===== config.mk =====
export PLATFORM = sky130hd
export DESIGN_NAME = instruction_fetch_unit
export DESIGN_NICKNAME = d
export VERILOG_FILES = /design/src/rtl/instruction_fetch_unit.sv
export SDC_FILE = /design/constraint.sdc
export NUM_CORES = 1
export LEC_CHECK = 0
export ABC_AREA = 1
export CORE_MARGIN = 2
export CORE_UTILIZATION = 30
export DETAILED_ROUTE_END_ITERATION = 8
export PLACE_DENSITY_LB_ADDON = 0.08
export RECOVER_POWER = 100
export SKIP_CTS_REPAIR_TIMING = 1
export SYNTH_ARGS = -nofsm -noshare
export SYNTH_HDL_FRONTEND = slang
export SYNTH_SLANG_ARGS = --single-unit

===== constraint.sdc =====
create_clock -name Clk -period 1.6 [get_ports Clk]
set_input_delay 0.16 -clock Clk [delete_from_list [all_inputs] [get_ports Clk]]
set_output_delay 0.16 -clock Clk [all_outputs]
set_load 0.02 [all_outputs]

===== src/rtl/instruction_fetch_unit.sv =====
// instruction_fetch_unit
// Instruction-fetch stage feeding the IF/ID pipeline register. It owns the
// program counter and keeps at most one read outstanding to a
// variable-latency instruction memory. Each returned word is held in a
// one-entry fetch buffer. Hazard stalls are honoured, and redirects from
// later stages steer the fetch stream.
//
// Optional feature: define IFU_PERF_COUNT_EN to build a 32-bit counter of
// instructions consumed by IF/ID. Without the macro, FetchCount is tied to 0.
module instruction_fetch_unit #(
  parameter logic [31:0] RESET_PC = 32'h0000_0000
) (
  input  logic        Clk,
  input  logic        Rst_n,
  input  logic        Stall,
  input  logic        Redirect,
  input  logic [31:0] RedirectTarget,
  output logic        MemReq,
  output logic [31:0] MemAddr,
  input  logic        MemValid,
  input  logic [31:0] MemRdata,
  output logic [31:0] PCAddOut,
  output logic [31:0] InstructionOut,
  output logic [31:0] DisplayOut,
  output logic        FetchValid,
  output logic [31:0] FetchCount
);

  typedef enum logic [1:0] {
    IDLE  = 2'd0,
    REQ   = 2'd1,
    FULL  = 2'd2,
    DRAIN = 2'd3
  } state_t;

  state_t      state;
  logic [31:0] pc;
  logic [31:0] fetch_addr;
  logic [31:0] buf_instr;
  logic [31:0] buf_pc;
  logic [31:0] buf_pc_add;
  logic        buf_valid;
  logic        mem_req;

  // Redirect targets are always word aligned, so the low two bits are masked off.
  logic [31:0] target;
  logic [31:0] fetch_addr_plus4;

  assign target           = RedirectTarget & 32'hFFFF_FFFC;
  assign fetch_addr_plus4 = fetch_addr + 32'd4;

  // Fetch FSM: PC, the outstanding request address and the fetch buffer.
  // Buffer fields are zeroed whenever the buffer is emptied, so IF/ID sees a NOP bubble.
  always_ff @(posedge Clk or negedge Rst_n) begin
    if (!Rst_n) begin
      state      <= IDLE;
      pc         <= RESET_PC;
      fetch_addr <= RESET_PC;
      buf_instr  <= 32'd0;
      buf_pc     <= 32'd0;
      buf_pc_add <= 32'd0;
      buf_valid  <= 1'b0;
      mem_req    <= 1'b0;
    end else begin
      case (state)
        IDLE: begin
          state   <= REQ;
          mem_req <= 1'b1;
          if (Redirect) begin
            pc         <= target;
            fetch_addr <= target;
          end else begin
            fetch_addr <= pc;
          end
        end

        REQ: begin
          if (Redirect) begin
            pc <= target;
            if (MemValid) begin
              fetch_addr <= target;
            end else begin
              state <= DRAIN;
            end
          end else if (MemValid) begin
            buf_instr  <= MemRdata;
            buf_pc     <= fetch_addr;
            buf_pc_add <= fetch_addr_plus4;
            buf_valid  <= 1'b1;
            pc         <= fetch_addr_plus4;
            mem_req    <= 1'b0;
            state      <= FULL;
          end
        end

        DRAIN: begin
          if (Redirect) begin
            pc <= target;
          end
          if (MemValid) begin
            fetch_addr <= Redirect ? target : pc;
            state      <= REQ;
          end
        end

        FULL: begin
          if (Redirect || !Stall) begin
            buf_instr  <= 32'd0;
            buf_pc     <= 32'd0;
            buf_pc_add <= 32'd0;
            buf_valid  <= 1'b0;
            mem_req    <= 1'b1;
            state      <= REQ;
            if (Redirect) begin
              pc         <= target;
              fetch_addr <= target;
            end else begin
              fetch_addr <= pc;
            end
          end
        end

        default: begin
          state   <= IDLE;
          mem_req <= 1'b0;
        end
      endcase
    end
  end

  assign MemReq         = mem_req;
  assign MemAddr        = fetch_addr;
  assign FetchValid     = buf_valid;
  assign InstructionOut = buf_instr;
  assign DisplayOut     = buf_pc;
  assign PCAddOut       = buf_pc_add;

`ifdef IFU_PERF_COUNT_EN
  logic [31:0] fetch_count;
  logic        consume;

  assign consume = (state == FULL) && !Stall && !Redirect;

  // Consumed-instruction counter: one tick per edge where IF/ID takes the buffered word.
  always_ff @(posedge Clk or negedge Rst_n) begin
    if (!Rst_n) begin
      fetch_count <= 32'd0;
    end else if (consume) begin
      fetch_count <= fetch_count + 32'd1;
    end
  end

  assign FetchCount = fetch_count;
`else
  assign FetchCount = 32'd0;
`endif

endmodule


==> flow_summary.json <==
{
  "outcome": "complete, but fails checks",
  "violations": "setup timing",
  "synth-adder-area-share_pct": 0.161,
  "row_count": 58,
  "die-area_mm2": 0.0272,
  "clkLatencyLatePin_ps": 430,
  "rr_endpoint": "DisplayOut[30]",
  "diodes": 0,
  "drcViolationCount": 0,
  "synth_top_area_cell": "dfrtp_1",
  "worstPathCellList": "inv_2 > nand2_4 > nor2_4 > buf_12 > nand2_8 > nand2_8 > clkinv_16 > buf_12 > clkbuf_16 > nand2_2 > o21ai_1",
  "cp_top_family": "buffers and inverters",
  "power_mw": 27.9,
  "fillCellCount": 2419,
  "ios": 231,
  "finalMaxSlewViolations": 0,
  "start_util_pct": 30.7,
  "p_int_mw": 15.2,
  "drt_iter0_markers": 531,
  "leakagePower_nw": 6.56,
  "yosys.area.top_type_share_pct": 52.3,
  "ys_ff_latch": 162,
  "dp_cells": 1557,
  "hold_class": "primary input to flip-flop",
  "cts-root-buf": "clkbuf_16",
  "core_region_area_mm2": 0.0253,
  "die_h_um": 165,
  "synth_most_common_cell": "nand2_1",
  "synthFlopType": "dfrtp_1",
  "grt_pass1_vias": 6991,
  "utilization_pct": 51.4,
  "numCtsBuffers": 17,
  "path_clk_slew_ps": 70,
  "yosysWarningCount": 0,
  "ys_types": 31,
  "crit_cells": 11,
  "fin_crit_ps": 1780,
  "grt_max_degree": 38,
  "r2r_cells": 11,
  "cts_tree": "built",
  "worst_slack_ps": -182,
  "max_stage_delay_ps": 390,
  "final_cells": 1641,
  "p_switching_mw": 12.6,
  "hold_violations": 0,
  "path_buf_inv": 5,
  "fin_area_mm2": 0.0130,
  "syn_to_final_growth_pct": 67.2,
  "multi_input_area_mm2": 0.00413,
  "swShare_pct": 45.3,
  "hold_ws_ps": 266,
  "synth_top_family_by_area": "simple AND/OR/NAND/NOR gates",
  "synthTopCellsByCount": "nand2_1, dfrtp_1, nor2_1",
  "dp_slack_ps": -278,
  "pwr-share-seq_pct": 27.2,
  "cp_slowest_cell": "dfrtp_1",
  "syn_area_per_cell_um2": 7.81,
  "wl_per_cell_um": 18.5,
  "vias": 7710,
  "fin_skew_ps": 10.7,
  "peakVddDrop_mv": 1.08,
  "p_comb_share_pct": 58.0,
  "grt_overflow_total": 0,
  "max-slew-margin-rel_pct": 33.5,
  "final_nets": 1368,
  "synthSimpleGateAreaFrac_pct": 26.9,
  "cts_htree_levels": 4,
  "crit-reg2reg-launch": "state[1]",
  "synth_area_leaders": "dfrtp_1, nand2_1, nor2_1",
  "synth_cells": 993,
  "post_dp_cell_area_mm2": 0.0107,
  "grt_pass1_wl_mm": 38.8,
  "tns_ps": -11030,
  "worstMarginPinSlew_ps": 997,
  "clkSinkCount": 162,
  "rrSetupSlack_ps": -180,
  "critPathRequiredTime_ps": 1920,
  "rsz0062_at_grt": "true",
  "drive_gt1_share_pct": 31.5,
  "grt_usage_pct": 18.8,
  "place_congestion": 0.826,
  "regArea_mm2": 0.00406,
  "muxShareOfSynthArea_pct": 0,
  "cap_viol_max_count": 0,
  "hpwl_mm": 18.3,
  "antenna_found_initial": 0,
  "clk_path_buf_depth": 2,
  "end_kind": "flip-flop",
  "final.period_utilization_pct": 111,
  "synth-compound-area-share_pct": 9.87,
  "port_buffers": 196,
  "p_clk_share_pct": 14.8,
  "first_pass_iters": 5,
  "crit_type": "flip-flop to flip-flop",
  "die_x_um": 165,
  "cp-start-kind": "flip-flop",
  "crit_end": "DisplayOut[30]",
  "finalSetupViolCount": 125,
  "p_per_area_mw_per_mm2": 2150,
  "seq_area_frac_synth_pct": 52.3,
  "ant_nets": 0,
  "synth_edf_count": 0,
  "fmax_mhz": 561,
  "syn_area_mm2": 0.00776,
  "critPathLaunch": "state[1]",
  "synth_xor_area_share_pct": 1.58,
  "wl_mm": 30.4,
  "ys_async_sr_fraction_pct": 100,
  "via_per_inst": 4.70,
  "arrival_ps": 2100,
  "path_max_fanout": 8
}
-- cell type report --
type	count	area share [%]
sequential	162	31.3
clock buffer	18	3.39
timing repair buffer	332	27.2
tap	330	3.18
multi-input combinational	728	31.8
inverter	56	1.92
clock inverter	14	1.08
timing repair inverter	1	0.125
-- worst register-to-register path, stage by stage, from the launching register on --
cell       delay, ps
dfrtp_1          390
inv_2            110
nand2_4           90
nor2_4           210
buf_12           140
nand2_8           70
nand2_8          140
clkinv_16        110
buf_12           150
clkbuf_16        160
nand2_2           50
o21ai_1           60
-- how the worst min path moves through the flow --
stage	from	end	slack (ps)	cells past startpoint
floorplan	Rst_n	DisplayOut[0]	-140	0
finish	MemRdata[24]	InstructionOut[24]	270	3
detailed placement	Rst_n	PCAddOut[15]	110	1
global route	MemRdata[24]	InstructionOut[24]	260	3
global placement	Rst_n	PCAddOut[15]	110	1
CTS	Rst_n	PCAddOut[15]	-350	1
-- cells in the final DEF (no fill, tap or decap), types with 11 or more instances in the layout --
cell type / count
nand2_1: 227
dfrtp_1: 157
nor2_1: 112
nand2_2: 95
clkdlybuf4s50_1: 82
buf_4: 65
clkbuf_1: 59
o21ai_1: 55
dlymetal6s2s_1: 54
inv_1: 47
o21ai_2: 40
nand2_4: 38
clkbuf_16: 37
conb_1: 32
nand3_1: 24
buf_12: 23
a21oi_1: 22
nor2_4: 19
buf_6: 14
o21ai_0: 11
-- power by group through the flow --
| stage | Clock [mW] | Sequential [mW] | Combinational, mW |
|---|---|---|---|
| 2_1_floorplan | 0 | 8.80 | 4.62 |
| 3_3_place_gp | 0 | 7.28 | 12.1 |
| 3_5_place_dp | 0 | 7.27 | 12.2 |
| 4_1_cts | 4.21 | 7.22 | 12.2 |
| 5_1_grt | 4.40 | 7.81 | 17.4 |
| 6_report | 4.14 | 7.58 | 16.2 |
-- flip-flops by register name (all words and copies together) (netlist names) --
name,count
MemAddr,32
PCAddOut,30
state,2
pc,32
MemReq,1
FetchValid,1
InstructionOut,32
DisplayOut,32
-- kinds of logic after synthesis --
logic type               Yosys count
AND/OR/NAND/NOR                  536
XOR/XNOR                          14
other                              1
adder cells (fa/ha/maj)            1
flip-flops                       162
buffers and inverters            134
AO/OA/AOI/OAI                    145
-- per-layer routing --
layer | GRT usage, % | share of wire, %
met3 | 4.19 | 5.6
met2 | 30.9 | 48
met4 | 3.52 | 1.1
met5 | 0 | 0
met1 | 25.7 | 46
Note: power is estimated with default switching activity, not from simulation.
